`config.mk`:
```
export PLATFORM = sky130hd
export DESIGN_NAME = fsm_seq_alarm_param
export DESIGN_NICKNAME = d
export VERILOG_FILES = /design/src/rtl/fsm_seq_alarm_param.sv
export SDC_FILE = /design/constraint.sdc
export NUM_CORES = 1
export LEC_CHECK = 0
export CAP_MARGIN = 15
export CELL_PAD_IN_SITES_DETAIL_PLACEMENT = 1
export CELL_PAD_IN_SITES_GLOBAL_PLACEMENT = 1
export CORE_MARGIN = 2
export CORE_UTILIZATION = 44
export CTS_CLUSTER_SIZE = 12
export DETAILED_ROUTE_END_ITERATION = 8
export PLACE_DENSITY_LB_ADDON = 0.08
export SYNTH_ARGS = -nofsm -noshare
export SYNTH_HDL_FRONTEND = slang
export SYNTH_SLANG_ARGS = --single-unit
```
`constraint.sdc`:
```
create_clock -name clk -period 3.3 [get_ports clk]
set_input_delay 0.495 -clock clk [delete_from_list [all_inputs] [get_ports clk]]
set_output_delay 0.495 -clock clk [all_outputs]
set_load 0.03 [all_outputs]
```
`src/rtl/fsm_seq_alarm_param.sv`:
```
// Programmable lamp-order detector with a timed alarm, repeat tolerance and illegal-input flag.
// Define FSM_ALARM_LATCH_EN for an alarm that latches until alarm_ack instead of timing out.
`timescale 1ns/1ps
module fsm_seq_alarm_param #(
    parameter int NUM_LAMPS  = 3,
    parameter int SEQ_LEN    = 3,
    parameter int ALARM_HOLD = 4,
    parameter int CNT_W      = 8
) (
    input  logic                                   clk,
    input  logic                                   reset,
    input  logic [NUM_LAMPS-1:0]                   lamps,
    input  logic                                   cfg_load,
    input  logic [SEQ_LEN*$clog2(NUM_LAMPS)-1:0]   seq_code,
    input  logic                                   alarm_ack,
    output logic                                   alarm_bit,
    output logic [$clog2(SEQ_LEN+1)-1:0]           progress,
    output logic                                   illegal,
    output logic [CNT_W-1:0]                       det_count
);
    localparam int IDX_W  = $clog2(NUM_LAMPS);
    localparam int PROG_W = $clog2(SEQ_LEN+1);
    localparam int LCNT_W = $clog2(NUM_LAMPS+1);

    typedef enum logic {T_IDLE, T_TRACK} track_t;
    typedef enum logic {A_OFF, A_ON} alarm_t;

    track_t              track_q, track_d;
    alarm_t              alarm_q, alarm_d;
    logic [PROG_W-1:0]   progress_q, progress_d;
    logic [IDX_W-1:0]    seq_q [SEQ_LEN];
    logic [CNT_W-1:0]    count_q, count_d;
    logic                illegal_q;
    logic [LCNT_W-1:0]   lamp_count;
    logic [IDX_W-1:0]    lamp_idx, cur_step, prev_step;
    logic                is_multi, detect;

`ifdef FSM_ALARM_LATCH_EN
`else
    localparam int HOLD_W = $clog2(ALARM_HOLD+1);
    logic [HOLD_W-1:0]   hold_q, hold_d;
    logic                unused_ack;
    assign unused_ack = alarm_ack;
`endif

    always_comb begin
        lamp_count = '0;
        lamp_idx   = '0;
        for (int i = 0; i < NUM_LAMPS; i++) begin
            if (lamps[i]) begin
                lamp_count = lamp_count + 1'b1;
                lamp_idx   = IDX_W'(i);
            end
        end
        is_multi = (lamp_count > LCNT_W'(1));

        // Expected step and the step just matched (for repeat tolerance)
        cur_step  = seq_q[0];
        prev_step = seq_q[0];
        for (int k = 0; k < SEQ_LEN; k++) begin
            if (progress_q == PROG_W'(k))   cur_step  = seq_q[k];
            if (progress_q == PROG_W'(k+1)) prev_step = seq_q[k];
        end

        progress_d = progress_q;
        detect     = 1'b0;
        if (cfg_load || is_multi) begin
            progress_d = '0;
        end else if (lamp_count != '0) begin
            if (lamp_idx == cur_step) begin
                if (progress_q == PROG_W'(SEQ_LEN-1)) begin
                    progress_d = '0;
                    detect     = 1'b1;
                end else begin
                    progress_d = progress_q + 1'b1;
                end
            end else if (!(track_q == T_TRACK && lamp_idx == prev_step)) begin
                progress_d = (lamp_idx == seq_q[0]) ? PROG_W'(1) : '0;
            end
        end
        track_d = (progress_d == '0) ? T_IDLE : T_TRACK;

        count_d = (detect && count_q != '1) ? count_q + 1'b1 : count_q;

        alarm_d = alarm_q;
`ifdef FSM_ALARM_LATCH_EN
        // A detection on the acknowledge cycle keeps the alarm raised
        if (detect)         alarm_d = A_ON;
        else if (alarm_ack) alarm_d = A_OFF;
`else
        hold_d = hold_q;
        if (detect) begin
            alarm_d = A_ON;
            hold_d  = HOLD_W'(ALARM_HOLD);
        end else if (alarm_q == A_ON) begin
            hold_d = hold_q - 1'b1;
            if (hold_q == HOLD_W'(1)) alarm_d = A_OFF;
        end
`endif
    end

    always_ff @(posedge clk or negedge reset) begin
        if (!reset) begin
            track_q    <= T_IDLE;
            alarm_q    <= A_OFF;
            progress_q <= '0;
            count_q    <= '0;
            illegal_q  <= 1'b0;
            for (int k = 0; k < SEQ_LEN; k++) seq_q[k] <= IDX_W'(k % NUM_LAMPS);
        end else begin
            track_q    <= track_d;
            alarm_q    <= alarm_d;
            progress_q <= progress_d;
            count_q    <= count_d;
            illegal_q  <= is_multi;
            if (cfg_load) begin
                for (int k = 0; k < SEQ_LEN; k++) seq_q[k] <= seq_code[k*IDX_W +: IDX_W];
            end
        end
    end

`ifdef FSM_ALARM_LATCH_EN
`else
    always_ff @(posedge clk or negedge reset) begin
        if (!reset) hold_q <= '0;
        else        hold_q <= hold_d;
    end
`endif

    assign alarm_bit = (alarm_q == A_ON);
    assign progress  = progress_q;
    assign illegal   = illegal_q;
    assign det_count = count_q;
endmodule

```
# After elaboration in Yosys (flattened, before gate mapping)
# Cells that the tools add are included.
# W data, S select, Z words.
# op_classes
add_sub_neg	5
n_lt_le_gt_ge	1
n_eq_ne	8
mux	25
n_reduce_logical	6
# op_table
operator	n
$mux W2	12
$mux W1	11
$add A8 B1 Y8 const B	1
$ne A8 B8 Y1 const B	1
$add A2 B1 Y2 const B	3
$eq A2 B2 Y1	3
$mux W3	2
$eq A2 B2 Y1 const B	2
$reduce_bool A2 Y1	2
$eq A3 B1 Y1 const B	1
$sub A3 B1 Y3 const B	1
$eq A2 B1 Y1 const B	1
$gt A2 B1 Y1 const B	1
$logic_and A1 B1 Y1	2
$logic_not A2 Y1	1
$logic_or A1 B1 Y1	1
# totals
regBits	22
elab_cells	54

# Logic depth before layout (Yosys ltp)
# Gate-level depths: netlist (run 1).
# depth
word_depth	11
ltp_mapped	9

# Worst setup path before layout (run 1)
# No wires, ideal clock.
# synth_path
path_type	register to register
startpoint	register progress_q[0] (netlist: progress[0])
endpoint	register count_q[7] (netlist: det_count[7])
setup_ns	0.080
arrival_time_ns	2.170
t_required_ns	3.220
setup_slack_ns	1.049
path_stages_with_launch	9
n_path_buf	2
period_less_slack_ns	2.251
path_cell_list	dfrtp_1 -> buf_6 -> mux2i_1 -> mux2i_2 -> o21bai_2 -> or3_1 -> buf_6 -> nor3_4 -> xor2_1
# synth_via
elab_chain_cells	8
word_cells_on_any_way	10
# synth_rtl
item	line	text
start: declaration	30	logic [PROG_W-1:0] progress_q, progress_d;
start signal: assignment	113	progress_q <= progress_d;
$eq A2 B1 Y1	61	if (progress_q == PROG_W'(k)) cur_step = seq_q[k];
$mux W2 (2 in series)	61	
$eq A2 B2 Y1	70	if (lamp_idx == cur_step) begin
$mux W1 *	70	
$mux W1 *	69	end else if (lamp_count != '0) begin
$mux W1 *	67	if (cfg_load || is_multi) begin
$logic_and A1 B1 Y1 *	83	count_d = (detect && count_q != '1) ? count_q + 1'b1 : count_q;
end signal: assignment	114	count_q <= count_d;
end: declaration	32	logic [CNT_W-1:0] count_q, count_d;
# Every way passes the cells marked *; elsewhere a longest branch is shown, timed or not.
# A chain may end at the register's enable or synchronous reset.

# Worst setup path after layout (run 1)
# layout_path
startpoint	input lamps[1]
endpoint	register count_q[7] (netlist: det_count[7])
# layout_via
elab_chain_cells	7
word_cells_on_any_way	13
# layout_rtl
item	line	text
start: declaration	12	input logic [NUM_LAMPS-1:0] lamps,
$mux W2 *	50	if (lamps[i]) begin
$add A2 B1 Y2	51	lamp_count = lamp_count + 1'b1;
$mux W2 *	50	
$gt A2 B1 Y1 *	55	is_multi = (lamp_count > LCNT_W'(1));
net is_multi	36	logic is_multi, detect;
$logic_or A1 B1 Y1 *	67	
$mux W1 *	67	
$logic_and A1 B1 Y1 *	83	
# The timed path passes the listed nets; every way through them passes the cells marked *.

==> results.json, run 1 <==
{
  "status": "complete, no violations",
  "cts_sinks": 22,
  "port_buffers": 23,
  "criticalPathCategory": "primary input to register",
  "finalSetupViolCount": 0,
  "synth_top_area_share_pct": 36.0,
  "grt_pass1_vias": 1056,
  "cp-end-kind": "register",
  "synth_cells": 128,
  "p_leak_nw": 0.736,
  "place_hpwl_mm": 2.22,
  "p_per_area_nw_per_um2": 387,
  "antenna_found_initial": 0,
  "synth_commonest_cells": "dfrtp_1 (20), nand2_1 (9), nor2_1 (9), mux2_2 (7), inv_1 (6)",
  "clk_latency_ns": 0.32,
  "tightest_slew_ns": 0.974,
  "start_util_pct": 45.9,
  "ios": 25,
  "cts_resized": 0,
  "coreArea_um2": 3030,
  "clk_pin_slew_ns": 0.12,
  "peakVddDrop_v": 0.000209,
  "cts_buffer_depth": 2,
  "layout.nets": 170,
  "start_kind": "primary input",
  "htreeDepth": 1,
  "drt_iter0_drc": 17,
  "die_w_um": 60.2,
  "gp_congestion": 0.785,
  "wl_per_cell_um": 14.8,
  "grt_pass1_wl_mm": 4.93,
  "gr-total-overflow": 0,
  "hold_viol": 0,
  "maxClockFrequency_ghz": 0.394,
  "timing.rr.end": "det_count[7]",
  "fin_skew_ns": 0.00180,
  "synth.most_common_cell": "dfrtp_1",
  "min_from": "det_count[5]",
  "postRouteAntennaNets": 0,
  "layout-drive-gt1-share_pct": 16.0,
  "dieArea_um2": 3620,
  "drv_cap": 0,
  "cts_root_buf": "clkbuf_4",
  "drc": 0,
  "insertedDiodeCount": 0,
  "post-cts-setup-buffer-count": 0,
  "cts_buffers": 3,
  "yosys.cell_types.count": 49,
  "rsz0062_at_grt": "false",
  "hold_class": "register to register",
  "min_period_ns": 2.54,
  "fin_tns_setup_ns": 0,
  "r2r_slack_ns": 0.91,
  "synth_area_leaders": "dfrtp_1 (36%), mux2_2 (5.7%), ha_1 (4.5%)",
  "report.final.slew_viol_count": 0,
  "first_pass_iters": 4,
  "die_y_um": 60.2,
  "cts_tree": "yes",
  "worst-r2r-cell-count": 6,
  "synth_edf_count": 0,
  "ys_seq_area_share_pct": 39.8,
  "ys_async_sr_fraction_pct": 100,
  "yosysTopAreaCell": "dfrtp_1",
  "synth_warnings": 0,
  "r2r-start": "progress[0]",
  "crit_required_ns": 3.55,
  "synth_nets": 147,
  "rows": 20,
  "synthFlopType": "dfrtp_1",
  "dr_total_vias": 1018,
  "min_period_over_period_pct": 77.0,
  "viasPerCell": 5.25,
  "crit_path_max_fanout": 5,
  "totalWireLength_mm": 2.87,
  "postCtsHoldBufs": 0,
  "synth.cell_area_um2": 1390,
  "fin_util_pct": 55.7,
  "worstHoldEndpoint": "det_count[5]",
  "ys_seq_elements": 22,
  "min_path_cells": 1,
  "areaGrowthSynthToFinish_pct": 21.2,
  "cp.arrival_ns": 2.79,
  "slew_headroom_pct": 34.8,
  "grt_max_degree": 23,
  "synth_area_per_cell_um2": 10.9,
  "grt_usage_pct": 18.8
}
==> cell usage in the layout, fill, tap and decap left out, types with 6 or more instances in the layout <==
cell type,instances
inv_1,6
nand2_1,9
mux2_2,7
nor2_1,9
clkdlybuf4s50_1,23
dfrtp_1,20
==> cell families after synthesis <==
| group | count (synthesis) | share of synthesized area (%) |
|---|---|---|
| DFF | 22 | 39.8 |
| and+or+nand+nor | 46 | 19.4 |
| xor gates and xnor gates | 10 | 6.30 |
| buffers and inverters | 12 | 5.22 |
| muxes | 16 | 13.3 |
| adders and majority gates | 6 | 5.94 |
| AOI/OAI and AO/OA | 16 | 10.1 |
==> worst max-delay path: stages <==
cell and delay [ns]:
clkdlybuf4s50_1 0.54, fa_1 0.52, nor2_1 0.22, nand4b_1 0.14, or3_1 0.49, nor3_4 0.23
xor2_1 0.16
==> flip-flops by register name, summed over array words and instances (netlist names) <==
name,flops
det_count,8
seq_q,6
hold_q,3
progress,2
alarm_bit,1
illegal,1
track_q,1
==> worst max-delay path by stage <==
stage / start / to / slack (ns) / cells past startpoint
floorplan: progress[0] / det_count[7] / 1.05 / 8
global placement: lamps[1] / det_count[7] / 0.46 / 7
detailed placement: lamps[1] / det_count[7] / 0.38 / 7
CTS: lamps[1] / det_count[7] / 0.72 / 7
global route: lamps[1] / det_count[7] / 0.62 / 7
finish: lamps[1] / det_count[7] / 0.76 / 7
==> power breakdown <==
| part | internal [mW] | switching (mW) | leakage (nW) | total [mW] |
|---|---|---|---|---|
| clock | 0.123 | 0.0873 | 0.0279 | 0.210 |
| combinational | 0.0665 | 0.0642 | 0.434 | 0.131 |
| sequential | 0.289 | 0.0214 | 0.274 | 0.311 |
| total | 0.479 | 0.173 | 0.736 | 0.652 |
==> cell type report <==
class | count | area, um^2
repair buffers | 24 | 238
fillers | 346 | 1340
well taps | 44 | 55.1
flip-flops and latches | 22 | 553
inverters | 6 | 22.5
clock inverters | 1 | 30.0
multi-input cells | 94 | 764
clock buffers | 3 | 22.5
==> layer usage <==
layer / up-vias / global-route usage, % / routed length, um
met5: - / 0 / 0
li1: 492 / - / -
met4: 0 / 5.71 / 32
met2: 14 / 33.4 / 1530
met1: 508 / 21.9 / 1230
met3: 4 / 4.98 / 80
==> through the flow <==
stage          setup WS, ns  std cells  hold slack, ns  power (mW)  area [um^2]
6_report              0.760        194           0.508       0.652         1690
4_1_cts               0.723        194           0.510       0.663         1690
5_1_grt               0.619        194           0.544       0.693         1690
3_5_place_dp          0.378        190           0.493       0.449         1630
3_3_place_gp          0.459        190           0.469       0.442         1630
2_1_floorplan          1.05        128           0.199       0.405         1390
Note: power is estimated with default switching activity, not from simulation.
==> run 2, diff against run 1 <==
--- a/config.mk
+++ b/config.mk
@@ -9,7 +9,7 @@
 export CELL_PAD_IN_SITES_DETAIL_PLACEMENT = 1
 export CELL_PAD_IN_SITES_GLOBAL_PLACEMENT = 1
 export CORE_MARGIN = 2
-export CORE_UTILIZATION = 44
+export CORE_UTILIZATION = 40
 export CTS_CLUSTER_SIZE = 12
 export DETAILED_ROUTE_END_ITERATION = 8
 export PLACE_DENSITY_LB_ADDON = 0.08
==> constraint.sdc (replaced) <==
create_clock -name clk -period 2.55 [get_ports clk]
set_input_delay 0.3825 -clock clk [delete_from_list [all_inputs] [get_ports clk]]
set_output_delay 0.3825 -clock clk [all_outputs]
set_load 0.03 [all_outputs]
==> results.json, run 2 (synthesis gave the netlist of run 1 again) <==
{
  "dr_total_vias": 1061,
  "drc": 0,
  "wl_per_cell_um": 14.8,
  "criticalPathCategory": "primary input to register",
  "final_common_cell": "clkdlybuf4s50_1",
  "whs_ns": 0.398,
  "finalSetupViolCount": 0,
  "report.final.slew_viol_count": 0,
  "grt_pass1_wl_mm": 5.56,
  "final_cell_area_um2": 1780,
  "areaGrowthSynthToFinish_pct": 27.9,
  "fin_tns_setup_ns": 0,
  "cp-end-kind": "register",
  "hold_viol": 0,
  "p_leak_nw": 0.796,
  "post-cts-setup-buffer-count": 0,
  "postCtsHoldBufs": 0,
  "gp_congestion": 0.817,
  "drv_cap": 0,
  "layout.nets": 182,
  "clk_pin_slew_ns": 0.13,
  "status": "complete, no violations",
  "p_per_area_nw_per_um2": 483,
  "start_kind": "primary input",
  "layout-drive-gt1-share_pct": 22.2,
  "dieArea_um2": 3960,
  "fillCellCount": 386,
  "rows": 21,
  "totalWireLength_mm": 3.07,
  "peakVddDrop_v": 0.000215,
  "crit_required_ns": 2.78,
  "gr-total-overflow": 0,
  "crit_path_max_fanout": 4,
  "place_hpwl_mm": 2.40,
  "use_met3_pct": 2.70,
  "largest_reg_flops": 8,
  "grt_util_met1_pct": 20.3,
  "first_pass_iters": 4,
  "use_met2_pct": 32.8,
  "htreeDepth": 1,
  "min_period_ns": 2.38,
  "viasPerCell": 5.10,
  "insertedDiodeCount": 0,
  "fin_ws_ns": 0.171,
  "tightest_slew_ns": 0.385,
  "cts_resized": 0,
  "antenna_found_initial": 0,
  "grt-busiest-layer": "met2",
  "die_y_um": 63.0,
  "maxClockFrequency_ghz": 0.420,
  "drt_iter0_drc": 54,
  "min_period_over_period_pct": 93.3,
  "coreArea_um2": 3340,
  "cts_buffer_depth": 2,
  "cts_sinks": 22,
  "fin_skew_ns": 0.00660,
  "start_util_pct": 41.7,
  "cts_buffers": 3,
  "hold_class": "primary input to async pin",
  "cp.arrival_ns": 2.61,
  "die_w_um": 63.0,
  "postRouteAntennaNets": 0,
  "cts_tree": "yes",
  "dpl_worst_slack_ns": -0.170,
  "final_cell_mix": "clkdlybuf4s50_1 (23), dfrtp_1 (20), buf_4 (13), nor2_1 (9), nand2_1 (9)",
  "grt_pass1_vias": 1226,
  "ios": 25,
  "clk_latency_ns": 0.31,
  "placed_area_um2": 1730,
  "grt_max_degree": 23,
  "port_buffers": 23,
  "cts_root_buf": "clkbuf_4",
  "slew_headroom_pct": 74.3,
  "grt_usage_pct": 17.6,
  "rsz0062_at_grt": "false"
}
run 2: metrics by stage:
stage	std cells	utilization (%)	power, mW
2_1_floorplan	128	-	0.524
3_3_place_gp	204	51.7	0.586
3_5_place_dp	204	51.7	0.598
4_1_cts	208	53.3	0.870
5_1_grt	208	53.3	0.909
6_report	208	53.3	0.858
run 2: routing by layer:
metal / vias to the layer above / share of wire, %
met5: - / 0
met4: 0 / 0.49
met3: 2 / 2.2
met2: 11 / 55
met1: 534 / 42
li1: 514 / -
run 2: layout make-up:
type                       instances  area, um^2  share of cell area [%]
multi-input combinational         94         764                    43.0
sequential                        22         553                    31.1
timing repair buffer              36         328                    18.4
tap                               46        57.6                    3.24
clock inverter                     1        30.0                    1.69
clock buffer                       3        22.5                    1.27
inverter                           6        22.5                    1.27
run 2: final timing paths:
kind	endpoint	slack [ns]	cells after the start	startpoint
min in group clk	det_count[5]	0.53	1	det_count[5]
min reg2reg	det_count[5]	0.53	1	det_count[5]
max reg2reg	det_count[5]	0.29	6	progress[0]
max	det_count[5]	0.17	7	lamps[0]
min	hold_q[1]	0.40	2	reset
max in group asynchronous	seq_q[2]	1.87	2	reset
run 2: critical path, stage by stage:
cell and delay (ns):
clkdlybuf4s50_1 0.47, fa_1 0.55, a21oi_1 0.05, o21bai_2 0.23
or3_1 0.50, nor3_2 0.22, xor2_1 0.20
run 2: where the power goes:
| part | internal [mW] | switching, mW |
|---|---|---|
| combinational | 0.0966 | 0.0921 |
| sequential | 0.374 | 0.0259 |
| clock | 0.159 | 0.111 |
==> run 3, diff against run 2 <==
--- a/config.mk
+++ b/config.mk
@@ -13,6 +13,7 @@
 export CTS_CLUSTER_SIZE = 12
 export DETAILED_ROUTE_END_ITERATION = 8
 export PLACE_DENSITY_LB_ADDON = 0.08
+export SETUP_SLACK_MARGIN = 0.02
 export SYNTH_ARGS = -nofsm -noshare
 export SYNTH_HDL_FRONTEND = slang
 export SYNTH_SLANG_ARGS = --single-unit
==> results of run 3 <==
Final layout, timing and power as in run 2 (identical DEF).
